## config.mk

```make
export PLATFORM = sky130hd
export DESIGN_NAME = regfile_wb_arbiter
export DESIGN_NICKNAME = d
export VERILOG_FILES = /design/src/rtl/core_pkg.sv /design/src/rtl/regfile_scoreboard.sv /design/src/rtl/regfile_wb_arbiter.sv
export SDC_FILE = /design/constraint.sdc
export NUM_CORES = 1
export LEC_CHECK = 0
export ABC_AREA = 1
export ABC_CLOCK_PERIOD_IN_PS = 1910
export CELL_PAD_IN_SITES_DETAIL_PLACEMENT = 1
export CELL_PAD_IN_SITES_GLOBAL_PLACEMENT = 2
export CORE_MARGIN = 2
export CORE_UTILIZATION = 25
export CTS_BUF_LIST = sky130_fd_sc_hd__clkbuf_8
export DETAILED_ROUTE_END_ITERATION = 8
export GPL_ROUTABILITY_DRIVEN = 0
export PLACE_DENSITY = 0.88
export SYNTH_ARGS = -nofsm -noshare
export SYNTH_HDL_FRONTEND = slang
export SYNTH_SLANG_ARGS = --single-unit
```

## constraint.sdc

```tcl
create_clock -name clk -period 1.91 [get_ports clk]
set_clock_uncertainty 0.15 [all_clocks]
set_input_delay 0.191 -clock clk [delete_from_list [all_inputs] [get_ports clk]]
set_output_delay 0.191 -clock clk [all_outputs]
set_load 0.03 [all_outputs]
```

## src/rtl/core_pkg.sv

```systemverilog
// Shared core definitions: default widths, writeback request type, requester indices.
package core_pkg;

    localparam int unsigned DefDataWidth = 16;
    localparam int unsigned DefNumRegs   = 16;
    localparam int unsigned DefAddrWidth = $clog2(DefNumRegs);
    localparam int unsigned DefCntWidth  = 2;

    // Requester indices into the grant vector
    localparam int unsigned REQ_ALU = 0;
    localparam int unsigned REQ_LSU = 1;

    typedef struct packed {
        logic [DefAddrWidth-1:0] addr;
        logic [DefDataWidth-1:0] data;
    } wb_req_t;

endpackage

```

## src/rtl/regfile_scoreboard.sv

```systemverilog
// Per-register pending-write counters with sticky error flag and RAW hazard lookup.
module regfile_scoreboard #(
    parameter int unsigned NumRegs   = 16,
    parameter int unsigned CntWidth  = 2,
    parameter int unsigned AddrWidth = 4
) (
    input  logic                 clk,
    input  logic                 rst,
    input  logic                 rsv_en,
    input  logic [AddrWidth-1:0] rsv_addr,
    input  logic                 dec_en,
    input  logic [AddrWidth-1:0] dec_addr,
    input  logic [AddrWidth-1:0] chk_addr1,
    input  logic [AddrWidth-1:0] chk_addr2,
    input  logic                 wr_en,
    input  logic [AddrWidth-1:0] wr_addr,
    output logic                 hazard,
    output logic                 sb_err
);

    localparam logic [CntWidth-1:0] CntMax = {CntWidth{1'b1}};

    logic [CntWidth-1:0] cnt_q [NumRegs];
    logic [CntWidth-1:0] cnt_d [NumRegs];
    logic                err_q, err_d;

    // Next counts: reserve increments, accepted transfer decrements, both cancel out
    always_comb begin
        err_d = err_q;
        for (int unsigned i = 0; i < NumRegs; i++) begin
            logic inc, dec;
            cnt_d[i] = cnt_q[i];
            inc = rsv_en && (rsv_addr == AddrWidth'(i));
            dec = dec_en && (dec_addr == AddrWidth'(i));
            if (inc && !dec) begin
                if (cnt_q[i] == CntMax) err_d = 1'b1;
                else                    cnt_d[i] = cnt_q[i] + CntWidth'(1);
            end else if (dec && !inc) begin
                if (cnt_q[i] == '0) err_d = 1'b1;
                else                cnt_d[i] = cnt_q[i] - CntWidth'(1);
            end
        end
    end

    // Counter and sticky error state
    always_ff @(posedge clk) begin
        if (rst) begin
            for (int unsigned i = 0; i < NumRegs; i++) cnt_q[i] <= '0;
            err_q <= 1'b0;
        end else begin
            for (int unsigned i = 0; i < NumRegs; i++) cnt_q[i] <= cnt_d[i];
            err_q <= err_d;
        end
    end

    // The in-flight registered write also counts: the register file is not yet updated
    always_comb begin
        hazard = (cnt_q[chk_addr1] != '0) || (cnt_q[chk_addr2] != '0)
              || (wr_en && ((wr_addr == chk_addr1) || (wr_addr == chk_addr2)));
    end

    assign sb_err = err_q;

endmodule

```

## src/rtl/regfile_wb_arbiter.sv

```systemverilog
// Round-robin arbiter sharing the register-file write port between ALU and load writeback.
module regfile_wb_arbiter
    import core_pkg::*;
#(
    parameter int unsigned DataWidth = DefDataWidth,
    parameter int unsigned NumRegs   = DefNumRegs,
    parameter int unsigned CntWidth  = DefCntWidth,
    localparam int unsigned AddrWidth = $clog2(NumRegs)
) (
    input  logic                 clk,
    input  logic                 rst,
    input  logic                 req0_valid,
    input  logic [AddrWidth-1:0] req0_addr,
    input  logic [DataWidth-1:0] req0_data,
    output logic                 req0_ready,
    input  logic                 req1_valid,
    input  logic [AddrWidth-1:0] req1_addr,
    input  logic [DataWidth-1:0] req1_data,
    output logic                 req1_ready,
    input  logic                 rsv_en,
    input  logic [AddrWidth-1:0] rsv_addr,
    input  logic [AddrWidth-1:0] chk_addr1,
    input  logic [AddrWidth-1:0] chk_addr2,
    output logic                 hazard,
    output logic                 reg_w_en,
    output logic [AddrWidth-1:0] addr_in,
    output logic [DataWidth-1:0] reg_in,
    output logic                 sb_err
);

    logic [1:0]           gnt;
    logic                 contended;
    logic                 xfer;
    logic                 rr_q, rr_d;  // 0: ALU preferred, 1: LSU preferred
    logic [AddrWidth-1:0] sel_addr;
    logic [DataWidth-1:0] sel_data;
    logic                 wen_q;
    logic [AddrWidth-1:0] addr_q;
    logic [DataWidth-1:0] data_q;

    // Grant and pointer update; the pointer only moves when both requesters compete
    always_comb begin
        gnt       = '0;
        contended = req0_valid && req1_valid;
        rr_d      = rr_q;
        if (!rst) begin
            if (contended) begin
                if (rr_q) gnt[REQ_LSU] = 1'b1;
                else      gnt[REQ_ALU] = 1'b1;
                rr_d = ~rr_q;
            end else begin
                gnt[REQ_ALU] = req0_valid;
                gnt[REQ_LSU] = req1_valid;
            end
        end
        xfer     = |gnt;
        sel_addr = gnt[REQ_LSU] ? req1_addr : req0_addr;
        sel_data = gnt[REQ_LSU] ? req1_data : req0_data;
    end

    assign req0_ready = gnt[REQ_ALU];
    assign req1_ready = gnt[REQ_LSU];

    // Round-robin pointer and registered write port; addr/data hold when idle
    always_ff @(posedge clk) begin
        if (rst) begin
            rr_q   <= 1'b0;
            wen_q  <= 1'b0;
            addr_q <= '0;
            data_q <= '0;
        end else begin
            rr_q  <= rr_d;
            wen_q <= xfer;
            if (xfer) begin
                addr_q <= sel_addr;
                data_q <= sel_data;
            end
        end
    end

    assign reg_w_en = wen_q;
    assign addr_in  = addr_q;
    assign reg_in   = data_q;

    regfile_scoreboard #(
        .NumRegs   (NumRegs),
        .CntWidth  (CntWidth),
        .AddrWidth (AddrWidth)
    ) u_scoreboard (
        .clk       (clk),
        .rst       (rst),
        .rsv_en    (rsv_en),
        .rsv_addr  (rsv_addr),
        .dec_en    (xfer),
        .dec_addr  (sel_addr),
        .chk_addr1 (chk_addr1),
        .chk_addr2 (chk_addr2),
        .wr_en     (wen_q),
        .wr_addr   (addr_q),
        .hazard    (hazard),
        .sb_err    (sb_err)
    );

endmodule

```

# Word-level counts from Yosys, hierarchy flattened
# Memory sizes are Yosys's and may differ from the RTL's.
# Cells that the tools add are included.
[op_classes] add_sub_neg=32 n_eq_ne=48 n_mux=153 n_bitwise=17 reduce_logical=122
[op_table] operator="$mux W2" n=82
[op_table] operator="$mux W1" n=69
[op_table] operator="$logic_and A1 B1 Y1" n=66
[op_table] operator="$eq A4 B4 Y1 const B" n=16
[op_table] operator="$add A2 B1 Y2 const B" n=16
[op_table] operator="$eq A2 B2 Y1 const B" n=16
[op_table] operator="$eq A4 B3 Y1 const B" n=8
[op_table] operator="$logic_not A1 Y1" n=32
[op_table] operator="$logic_not A2 Y1" n=16
[op_table] operator="$sub A2 B1 Y2 const B" n=16
[op_table] operator="$eq A4 B2 Y1 const B" n=4
[op_table] operator="$mux W16" n=1
[op_table] operator="$or A1 B1 Y1" n=16
[op_table] operator="$eq A4 B1 Y1 const B" n=2
[op_table] operator="$eq A4 B4 Y1" n=2
[op_table] operator="$logic_not A4 Y1" n=2
[op_table] operator="$mux W4" n=1
[op_table] operator="$reduce_bool A2 Y1" n=2
[op_table] operator="$logic_or A1 B1 Y1" n=3
[op_table] operator="$reduce_or A2 Y1" n=1
[op_table] operator="$not A1 Y1" n=1
[totals] reg_bits=23 mem_bits_rw=32 input_bits=57 out_inout_bits=25 word_cells=378 mem_count=1
[memory_table] name="u_scoreboard.cnt_q" words=16 word_bits=2 read_ports=18 rd_ports_with_merged_regs=0 wr=16 line="regfile_scoreboard.sv:23" source="logic [CntWidth-1:0] cnt_q [NumRegs];"

# Depth between registers and ports, before layout
[logic_depth] depth_word=54 depth_mapped=17 ltp_nobuf=16

# By module
# A second synthesis with hierarchy kept.
[unflattened] hier_cells=699 area_unflattened_um2=4352.9
[modules_own_cells] module="regfile_scoreboard" instances=1 cells_each=522 area_each_um2=3138.0 seq_area_each_um2=660.6
[modules_own_cells] module="regfile_wb_arbiter" instances=1 cells_each=177 area_each_um2=1214.9 seq_area_each_um2=440.4

# Least setup slack after synthesis
# OpenSTA, ideal clock, no wires.
[synth_path] path_type="flip-flop to flip-flop" startpoint="register rr_q" endpoint="register u_scoreboard.err_q, in the netlist u_scoreboard.sb_err" setup_time_ns=0.110 t_arrival_ns=1.621 required_time_ns=1.650 slack_ns=0.029 path_stages_with_launch=18 path_buffers=2 period_less_slack_ns=1.881 path_cell_list="dfxtp_1 > inv_1 > nand3_2 > nand2_4 > buf_6 > nand2_4 > nand2_4 > nor2_4 > buf_6 > nand2_1 > nand3_1 > nand2_1 > nor2_1 > nand2_1 > nor2_1 > nand3_1 > nand2_1 > inv_1"
[synth_between] elab_chain_cells=54 word_cells_on_any_way=148 cone_classes="eq/ne (15); mux (67); reduce/logical (66)"
[synth_rtl] item="from (decl)" line="regfile_wb_arbiter.sv:34" source="logic rr_q, rr_d;"
[synth_rtl] item="from (signal assigned)" line="regfile_wb_arbiter.sv:72" source="rr_q <= rr_d;"
[synth_rtl] item="$mux W1" line="regfile_wb_arbiter.sv:48" source="if (rr_q) gnt[REQ_LSU] = 1'b1;"
[synth_rtl] item="$mux W2 *" line="regfile_wb_arbiter.sv:47" source="if (contended) begin"
[synth_rtl] item="$mux W2 *" line="regfile_wb_arbiter.sv:46" source="if (!rst) begin"
[synth_rtl] item="$mux W4" line="regfile_wb_arbiter.sv:57" source="sel_addr = gnt[REQ_LSU] ? req1_addr : req0_addr;"
[synth_rtl] item="$logic_not A4 Y1" line="regfile_scoreboard.sv:34" source="dec = dec_en && (dec_addr == AddrWidth'(i));"
[synth_rtl] item="$logic_and A1 B1 Y1" line="regfile_scoreboard.sv:34"
[synth_rtl] item="$logic_and A1 B1 Y1 / $logic_not A1 Y1 (equally long branches)" line="regfile_scoreboard.sv:38, regfile_scoreboard.sv:35"
[synth_rtl] item="$mux W1 / $logic_and A1 B1 Y1 (equally long branches)" line="regfile_scoreboard.sv:38, regfile_scoreboard.sv:35"
[synth_rtl] item="[38 not listed]"
[synth_rtl] item="$mux W1" line="regfile_scoreboard.sv:38" source="end else if (dec && !inc) begin"
[synth_rtl] item="$mux W1" line="regfile_scoreboard.sv:35" source="if (inc && !dec) begin"
[synth_rtl] item="$mux W1" line="regfile_scoreboard.sv:39" source="if (cnt_q[i] == '0) err_d = 1'b1;"
[synth_rtl] item="$mux W1" line="regfile_scoreboard.sv:38"
[synth_rtl] item="$mux W1" line="regfile_scoreboard.sv:35"
[synth_rtl] item="$mux W1" line="regfile_scoreboard.sv:39"
[synth_rtl] item="$mux W1" line="regfile_scoreboard.sv:38"
[synth_rtl] item="$mux W1 *" line="regfile_scoreboard.sv:35"
[synth_rtl] item="to (signal assigned)" line="regfile_scoreboard.sv:52" source="err_q <= err_d;"
[synth_rtl] item="to (decl)" line="regfile_scoreboard.sv:25" source="logic err_q, err_d;"
# Mark *: on every way between the ends. The rest lies on a longest branch, timed or not.
# A chain may end at the register's enable or synchronous reset.

# Final worst setup path
# Same ends and word-level chain as after synthesis.

==> impl_metrics.csv <==
group,metric,value,unit
clock_network,clk_latency,0.34,ns
die,rows,44,
logic_synthesis,synth_cell_types,34,
logic_synthesis,syn_inst,601,
clock_network,cts_tree,"yes",
logic_synthesis,synth_fp_nets,658,
pwr,power_frac_clock,23.7,%
die,die_w,126,um
setup_path,crit_path_end_kind,"flip-flop",
setup_path,path_class,"flip-flop to flip-flop",
clock_network,clockBufferDepth,2,
final_layout,synthToLayoutAreaGrowth,71.5,%
grt,grt_pass1_vias,5240,
setup_path,r2r_setup_slack,-0.27,ns
sta,fmax,0.459,GHz
worst_hold_path,min-delay-start,"req1_valid",
final_layout,fillers,1781,
setup_path,r2r-start,"rr_q$_SDFFE_PP0N_",
clock_network,root_buffer,"clkbuf_8",
detailed_routing,drt-pass1-iter-count,4,
setup_path,worstPathArrival,2.28,ns
setup_path,r2r-end,"u_scoreboard.sb_err$_SDFF_PP0_",
detailed_routing,wl_met2,8630,um
place,pre_cts_slack,-0.706,ns
clock_network,cts-hold-fix-buffers,0,
logic_synthesis,syn_area,3740,sq um
sta,finalHoldWorstSlack,0.197,ns
grt,antenna_found_initial,0,
grt,track_usage,19.9,%
logic_synthesis,synth_warnings,0,
pwr,power-per-cell-area,479,nW/um^2
setup_path,critPathLaunchType,"flip-flop",
run_status,violations,"negative setup slack",
logic_synthesis,yosysTopAreaCell,"dfxtp_1",
place,hpwlAfterDp,11600,um
die,ioPinCount,82,
pwr,peakVddDrop,432,uV
worst_hold_path,whs_path_depth,4,
run_status,outcome,"complete, but fails checks",
detailed_routing,drt_wl_total,16800,um
pwr,combPwrFrac,36.0,%
logic_synthesis,yosysMostFrequentCell,"nand2_1",
setup_path,crit_path_max_fanout,7,
logic_synthesis,synth_top_area_share,29.5,%
setup_path,reg2reg_depth,16,
clock_network,ctsHtreeMaxLevel,2,
pwr,p_sw_share,35.6,%
logic_synthesis,syn_area_per_cell,6.22,sq um
logic_synthesis,synth-seq-cells,55,
detailed_routing,ant_nets,0,
grt,grt_pass1_wl,25800,um
sta,final-hold-violation-count,0,
detailed_routing,drc_errors,0,
sta,setup_ws,-0.267,ns
detailed_routing,avgRoutedWirePerCell,17.5,um
grt,grt_max_degree,37,
run,cap_violations,0,
pwr,p_int,1.98,mW
detailed_routing,wl_met1,6580,um
clock_network,cts_made_buffers,5,
setup_path,cp.required,2.02,ns
logic_synthesis,synthFlopType,"dfxtp_1",
detailed_routing,vias,4899,
logic_synthesis,synth_common_cells,"nand2_1, inv_1, nand3_1, dfxtp_1, a21oi_1",
logic_synthesis,synth_edf_count,0,
worst_hold_path,holdPathEnd,"rr_q$_SDFFE_PP0N_",
logic_synthesis,async_flop_share,0,%
die,dieArea,15900,sq um
worst_hold_path,hp-class,"input pin to flip-flop",
sta,post-route-period-util,114,%
logic_synthesis,ys_seq_area_share,29.5,%
sta,relSlewSlack,74.7,%
pwr,leakagePower,2.90,nW
detailed_routing,vias_per_cell,5.10,
detailed_routing,routed-wl-met3,1080,um
final_layout,design_area,6410,sq um
grt,grt-ovfl-total,0,
sta,period_minus_slack,2.18,ns
final_layout,multi_input_area,2820,sq um
final_layout,seqCellArea,1120,sq um
final_layout,diodes,0,
detailed_routing,routed.top_layer,"met4",
die,initial_core_util,25.6,%
place,portBuffers,81,
clock_network,clock_sinks,55,
die,coreArea,14600,sq um
sta,finalMaxSlewViolations,0,
logic_synthesis,ys_top_cells_by_area,"dfxtp_1, nand2_1, inv_1, nand3_1, a21oi_1",
final_layout,drive_above_1_share,33.2,%
pwr,power_frac_seq,40.3,%
detailed_routing,drt_iter0_markers,175,
sta,grt_setup_unrepaired,"yes",
die,die_y,126,um
final_layout,layout.nets,832,
sta,worstMarginPinSlew,0.377,ns
pwr,p_switching,1.09,mW
sta,setup_viol,29,
clock_network,path_clk_slew,0.12,ns
place,placed_cell_area,5290,sq um
flip-flops by register name, indices dropped and copies added, names as in the netlist:
name	cells
reg_w_en	1
addr_in	4
reg_in	16
u_scoreboard.sb_err	1
u_scoreboard.cnt_q	32
rr_q	1
through the flow:
stage,cells,util (%),total power [mW],TNS (ns)
after global routing,960,43.9,3.24,-5.93
final,960,43.9,3.07,-2.68
after global placement,920,36.3,2.10,-18.68
after CTS,950,41.5,3.02,-1.16
after detailed placement,920,36.3,2.13,-24.24
after floorplan,601,-,1.68,0
cells in the final DEF, fill, tap and decap left out, drive strengths merged, types with 10 or more instances in the layout:
master and n:
o211ai 20, dfxtp 55, nand3 60, clkdlybuf4s50 73
buf 109, nor2 40, nand2 156, nand4 16
nor3 10, a21oi 51, inv 85, o21ai 59
cell type report:
cell class | instances | share of cell area (%)
Multi-Input combinational cell | 439 | 43.9
Timing Repair Buffer | 188 | 28.5
Sequential cell | 55 | 17.5
Inverter | 86 | 5.05
Tap cell | 184 | 3.59
Clock buffer | 5 | 1.07
Clock inverter | 3 | 0.351
layer usage:
layer  global-route usage [%]  up-vias
li1                         -     2352
met1                     22.2     2382
met2                     37.1      130
met3                     5.06       35
met4                     6.01        0
met5                        0        -
power groups by stage:
stage	registers [mW]	logic, mW	clock network (mW)
global placement	1.26	0.842	0
global route	1.25	1.19	0.811
detailed placement	1.26	0.869	0
finish	1.24	1.11	0.727
floorplan	1.33	0.352	0
CTS	1.24	1.03	0.750
how the worst max path moves through the flow:
stage / from / depth (start not counted) / endpoint
6_report: rr_q$_SDFFE_PP0N_ / 16 / u_scoreboard.sb_err$_SDFF_PP0_
2_1_floorplan: rr_q$_SDFFE_PP0N_ / 17 / u_scoreboard.sb_err$_SDFF_PP0_
5_1_grt: rr_q$_SDFFE_PP0N_ / 15 / u_scoreboard.sb_err$_SDFF_PP0_
4_1_cts: u_scoreboard.cnt_q[2][1]$_SDFFE_PP0P_ / 8 / hazard
3_3_place_gp: req1_valid / 15 / u_scoreboard.sb_err$_SDFF_PP0_
3_5_place_dp: req1_valid / 14 / u_scoreboard.cnt_q[13][0]$_SDFFE_PP0P_
timing repair:
item,CTS,global route
cloned,4,1
buffers inserted,18,10
setup endpoints to repair,40,36
gates resized for setup,153,67
pin swaps,31,37
kinds of logic after synthesis:
| family | after synthesis | synth area share [%] |
|---|---|---|
| compound gates | 145 | 22.0 |
| flops | 55 | 29.5 |
| buf+inv | 108 | 12.1 |
| simple gates | 285 | 34.6 |
| xor+xnor | 8 | 1.87 |
worst max-delay path, stage by stage (launching register included):
cell,delay [ns]
dfxtp_2,0.35
inv_2,0.07
nand3_4,0.13
buf_6,0.18
nand3b_1,0.10
nand2_2,0.10
nor2_4,0.16
buf_4,0.16
nand2_1,0.05
nand3_1,0.08
nand2_1,0.07
nor2_1,0.09
nand2_1,0.08
nor2_1,0.11
nand3_1,0.08
nand2_1,0.08
inv_1,0.04
(Power assumes the default switching activity.)
==> RTL change 1 (same flow settings) <==
Change the package constant `DefDataWidth` from 16 to 32.
--- a/src/rtl/core_pkg.sv
+++ b/src/rtl/core_pkg.sv
@@ -2,5 +2,5 @@
 package core_pkg;
 
-    localparam int unsigned DefDataWidth = 16;
+    localparam int unsigned DefDataWidth = 32;
     localparam int unsigned DefNumRegs   = 16;
     localparam int unsigned DefAddrWidth = $clog2(DefNumRegs);
Interface: changed (resized reg_in, req0_data and req1_data); port bits go from 82 to 130. No check against the original RTL was run, so the function may have changed too.
==> RTL change 1 against the unedited design <==
- largest power group unchanged
- sequential cell count up 16
- global-route usage decreased by 0.26 points
- worst setup slack worse by 0.010 ns
- design area rose by 25%
- area after synthesis increased by 21%
- the flow still finishes with violations (setup timing)
- power is 42% higher
- routed wire length grew 20%
- worst hold slack gained 0.11 ns
==> RTL change 1: results (changes against the unedited design) <==
* CP Data Arrival Time at 1.85 ns (was 2.28 ns)
* Met1 GRT Util at 0.241 (was 0.222)
* CTS buffer count at 9 (was 5)
* Largest cells by area after synthesis: dfxtp_1 31%, nand2_1 14%, inv_1 8.3% (was dfxtp_1 29%, nand2_1 15%, inv_1 8.3%)
* Register-to-Register Path Depth at 14 (was 16)
* Post-synthesis compound-gate area fraction at 0.207 (was 0.220)
* Final setup violation count at 27 (was 29)
* Setup TNS at -2.54 ns (was -2.68 ns)
* Crit path to: hazard (was u_scoreboard.sb_err$_SDFF_PP0_)
* Iteration-0 DRC Markers at 290 (was 175)
* DPL Wire Length at 13.4 mm (was 11.6 mm)
* Critical Path Max Stage Delay at 0.41 ns (was 0.35 ns)
* Global Route Usage Sum at 0.197 (was 0.199)
* Wire length on met3 at 964 um (was 1.08 mm)
* Critical path's top delay family: compound AO/OA/AOI/OAI gates (was simple AND/OR/NAND/NOR gates)
* Worst hold path type: flip-flop to flip-flop (was primary input to flip-flop)
* Worst hold endpoint: u_scoreboard.cnt_q[3][0]$_SDFFE_PP0P_ (was rr_q$_SDFFE_PP0N_)
* Worst setup margin at -0.277 ns (was -0.267 ns)
* CTS H-tree lvls at 3 (was 2)
* Largest net degree at the start of global routing at 73 (was 37)
* DR vias at 5764 (was 4899)
* Maximum vdd drop at 0.338 mV (was 0.432 mV)
* Router iterations before antenna repair at 5 (was 4)
* Top cells by count, synth: 171 x nand2_1, 100 x inv_1, 71 x dfxtp_1 (was 151 x nand2_1, 83 x inv_1, 58 x nand3_1)
* Critical Path Fanout Max at 4 (was 7)
* Share of cells above drive strength 1 at 0.312 (was 0.332)
* Input/output buffers at 129 (was 81)
* Slew margin rel. at 0.668 (was 0.747)
* Status: complete, but fails checks (unchanged)
* Syn_nets at 792 (was 658)
* First-pass GRT wire length at 30.5 mm (was 25.8 mm)
* GRT met3 Usage at 0.0390 (was 0.0506)
* Mux cell area share after synthesis at 0.00249 (was 0)
* Placed inst area at 6650 um^2 (was 5290 um^2)
* Failing checks: setup timing (unchanged)
* Synth cell types at 36 (was 34)
* Post-synthesis xor/xnor area fraction at 0.0155 (was 0.0187)
* Worst R2R Setup Slack at -0.25 ns (was -0.27 ns)
* Met2 GRT Util at 0.349 (was 0.371)
* Final net count at 1027 (was 832)
* Worst path slowest cell: dfxtp_1 (was dfxtp_2)
[RTL change 1: cell types whose count changed after synthesis, moves of 3 or more]
cell	before	now
buf_1	0	3
o21ai_0	42	33
nor3_1	10	6
nand2_2	1	9
inv_1	83	100
o211ai_1	20	37
nand3_1	58	67
o21ai_1	16	28
dfxtp_1	55	71
nand2_1	151	171
a211oi_1	8	4
buf_4	2	5
clkbuf_1	13	19
[RTL change 1: logic make-up after synthesis]
group	after synthesis
AOI/OAI and AO/OA	161
DFF	71
buffers and inverters	135
muxes	1
xor gates and xnor gates	8
and+or+nand+nor	327
[RTL change 1: what timing repair did]
item,in CTS,in global routing
pin swaps,46,39
setup endpoints to repair,65,48
gates resized for setup,163,71
cloned,2,0
endpoints found under the hold margin,0,0
buffers inserted,26,16
[RTL change 1: where the power goes]
part | switching [mW] | internal (mW) | total, mW
Sequential | 0.0585 | 1.56 | 1.61
Clock | 0.696 | 0.633 | 1.33
Combinational | 0.737 | 0.676 | 1.41
[RTL change 1: area by class of cell]
type / instances / area, um^2 / share of cell area
Clock buffer: 9 / 124 / 0.0154
Clock inverter: 7 / 86.3 / 0.0107
Inverter: 103 / 394 / 0.0491
Multi-Input combinational cell: 497 / 3180 / 0.396
Sequential cell: 71 / 1450 / 0.180
Tap cell: 229 / 287 / 0.0357
Timing Repair Buffer: 256 / 2510 / 0.313
[RTL change 1: through the flow]
stage / util / setup WS, ns / instances / power, mW
floorplan: - / 0.0876 / 703 / 2.20
global placement: 0.373 / -0.571 / 1115 / 2.78
detailed placement: 0.373 / -0.590 / 1115 / 2.79
CTS: 0.428 / -0.221 / 1158 / 4.30
global route: 0.450 / -0.412 / 1172 / 4.58
finish: 0.450 / -0.277 / 1172 / 4.36
==> RTL change 2 (same flow settings) <==
Without the edit above. Register the output `sb_err`, cleared by the reset; this adds one clock of latency there. The other outputs are not delayed to match.
--- a/src/rtl/regfile_wb_arbiter.sv
+++ b/src/rtl/regfile_wb_arbiter.sv
@@ -28,4 +28,6 @@
     output logic                 sb_err
 );
+
+    logic sb_err_d;
 
     logic [1:0]           gnt;
@@ -99,6 +101,14 @@
         .wr_addr   (addr_q),
         .hazard    (hazard),
-        .sb_err    (sb_err)
+        .sb_err    (sb_err_d)
     );
+
+    always_ff @(posedge clk) begin
+        if (rst) begin
+            sb_err <= '0;
+        end else begin
+            sb_err <= sb_err_d;
+        end
+    end
 
 endmodule
Check against the original RTL: not equivalent (a bounded check fails within 4 cycles, from zero or initial values and one cycle with rst high).
==> RTL change 2 against the unedited design <==
- the run still ends with setup timing left
- routed wire length grew 3.0%
- power grew 0.33%
- die area grew 1.3%
- worst setup slack is essentially flat
- sequential cell count grew 1
- non-clock buffer count grew 25
- maximum frequency is essentially flat
- design area grew 4.2%
- area after synthesis grew 1.4%
- largest power group unchanged
==> RTL change 2: results (changes against the unedited design) <==
* Status: complete, but fails checks (unchanged)
* Failing checks: setup timing (unchanged)
* Worst skew pair latency at 0.35 ns
* YS warnings at 0 (unchanged)
* DR WL/cell at 17.3 um (was 17.5 um)
* Router iterations before antenna repair at 5 (was 4)
* Fill cell count at 1841 (was 1781)
* Antenna cell count at 0 (unchanged)
* Top cells by count, synth: 155 x nand2_1, 81 x inv_1, 58 x nand3_1 (was 151 x nand2_1, 83 x inv_1, 58 x nand3_1)
* Global route total overflow at 0 (unchanged)
* Syn_nets at 668 (was 658)
* Iteration-0 DRC Markers at 179 (was 175)
* Register area share after synthesis at 0.296 (was 0.295)
* Critical Path Fanout Max at 7 (unchanged)
* Final setup violation count at 25 (was 29)
* DPL Wire Length at 11.9 mm (was 11.6 mm)
* Initial antenna violation count at 0 (unchanged)
* Vias in the first global route at 5434 (was 5240)
* Slew margin rel. at 0.697 (was 0.747)
* Share of cells above drive strength 1 at 0.374 (was 0.332)
* Number of synthesized flops with an enable pin at 0 (unchanged)
* Largest cells by area after synthesis: dfxtp_1 30%, nand2_1 15%, inv_1 8.0% (was dfxtp_1 29%, nand2_1 15%, inv_1 8.3%)
* Root Buffer: clkbuf_8 (unchanged)
* First-pass GRT wire length at 26.6 mm (was 25.8 mm)
* Final net count at 869 (was 832)
* Max reg flops at 32 (unchanged)
* Async S/R FF share, synth at 0 (unchanged)
* Clock tree buffer depth at 2 (unchanged)
* Static leakage at 2.98 nW (was 2.90 nW)
* Worst setup margin at -0.267 ns (about the same)
* Worst hold path type: flip-flop to flip-flop (was primary input to flip-flop)
* DRC Markers at 0 (unchanged)
* DR vias at 5067 (was 4899)
* Worst slack, placed at -0.727 ns (was -0.706 ns)
* CTS H-tree lvls at 2 (unchanged)
* Maximum vdd drop at 0.351 mV (was 0.432 mV)
* CTS buffer count at 5 (unchanged)
* Clk pin slew, worst setup/hold paths at 0.11 ns
* Reg with most FFs: u_scoreboard.cnt_q (unchanged)
* Ys flop type: dfxtp_1 (unchanged)
* CP Data Arrival Time at 2.29 ns
* Global Route Usage Sum at 0.204 (was 0.199)
* Largest net degree at the start of global routing at 37 (unchanged)
* Input/output buffers at 81 (unchanged)
* Synth cell types at 38 (was 34)
==> RTL change 2: power breakdown <==
part	internal, mW	switching [mW]	total (mW)
Sequential	1.21	0.0392	1.25
Combinational	0.496	0.587	1.08
Clock	0.265	0.484	0.749
==> RTL change 2: what timing repair did <==
| item | 4_1_cts | 5_1_grt |
|---|---|---|
| resized for setup | 171 | 99 |
| hold buffers | 0 | 0 |
| endpoints found under the setup margin | 39 | 35 |
| pin swaps | 55 | 58 |
| cloned | 1 | 0 |
| buffers inserted | 31 | 17 |
==> RTL change 2: cell families after synthesis <==
logic type	after synthesis	share of synthesized area
flops	56	0.296
xor+xnor	8	0.0185
simple gates	300	0.362
buf+inv	105	0.115
compound gates	142	0.209
==> RTL change 2: routing by layer <==
metal / routed length, um / global-route usage / part of all wire
met5: 0 / 0 / 0
met4: 565 / 0.0608 / 0.033
met3: 1120 / 0.0624 / 0.065
met2: 8850 / 0.382 / 0.51
met1: 6730 / 0.219 / 0.39
==> RTL change 2: worst paths after layout <==
path | cells past startpoint | end | from | slack, ns
max | 15 | u_scoreboard.sb_err$_SDFF_PP0_ | req0_valid | -0.27
min reg2reg | 2 | sb_err$_SDFF_PP0_ | u_scoreboard.sb_err$_SDFF_PP0_ | 0.34
min | 2 | sb_err$_SDFF_PP0_ | u_scoreboard.sb_err$_SDFF_PP0_ | 0.34
max reg2reg | 15 | u_scoreboard.sb_err$_SDFF_PP0_ | rr_q$_SDFFE_PP0N_ | -0.26
==> RTL change 2: per-stage QoR <==
| stage | cell area, um^2 | utilization | hold slack, ns | TNS [ns] | std cells |
|---|---|---|---|---|---|
| finish | 6680 | 0.456 | 0.339 | -2.30 | 997 |
| CTS | 6220 | 0.425 | 0.332 | -1.22 | 983 |
| global placement | 5400 | 0.369 | 0.313 | -18.61 | 945 |
| floorplan | 3790 | - | 0.132 | 0 | 611 |
| global route | 6680 | 0.456 | 0.360 | -5.16 | 997 |
| detailed placement | 5400 | 0.369 | 0.321 | -24.43 | 945 |
==> RTL change 2: final cells by class <==
cell class / instances / area (um^2) / area share
clock buffers: 5 / 68.8 / 0.0103
well taps: 184 / 230 / 0.0345
clock inverters: 3 / 22.5 / 0.00337
inverters: 85 / 329 / 0.0493
repair buffers: 213 / 1930 / 0.290
multi-input cells: 451 / 2930 / 0.439
flip-flops and latches: 56 / 1160 / 0.174
==> RTL change 2: worst max-delay path, cell delays in order <==
cell             delay [ns]
clkdlybuf4s50_1        0.53
nand3_4                0.16
buf_8                  0.19
nand3_4                0.09
nand2_4                0.08
nor2_4                 0.26
nand2_2                0.10
nand3b_1               0.10
nand2_1                0.05
nor2_1                 0.10
nand2_1                0.09
nor2_1                 0.14
nand3_1                0.08
nand2_1                0.06
inv_1                  0.04
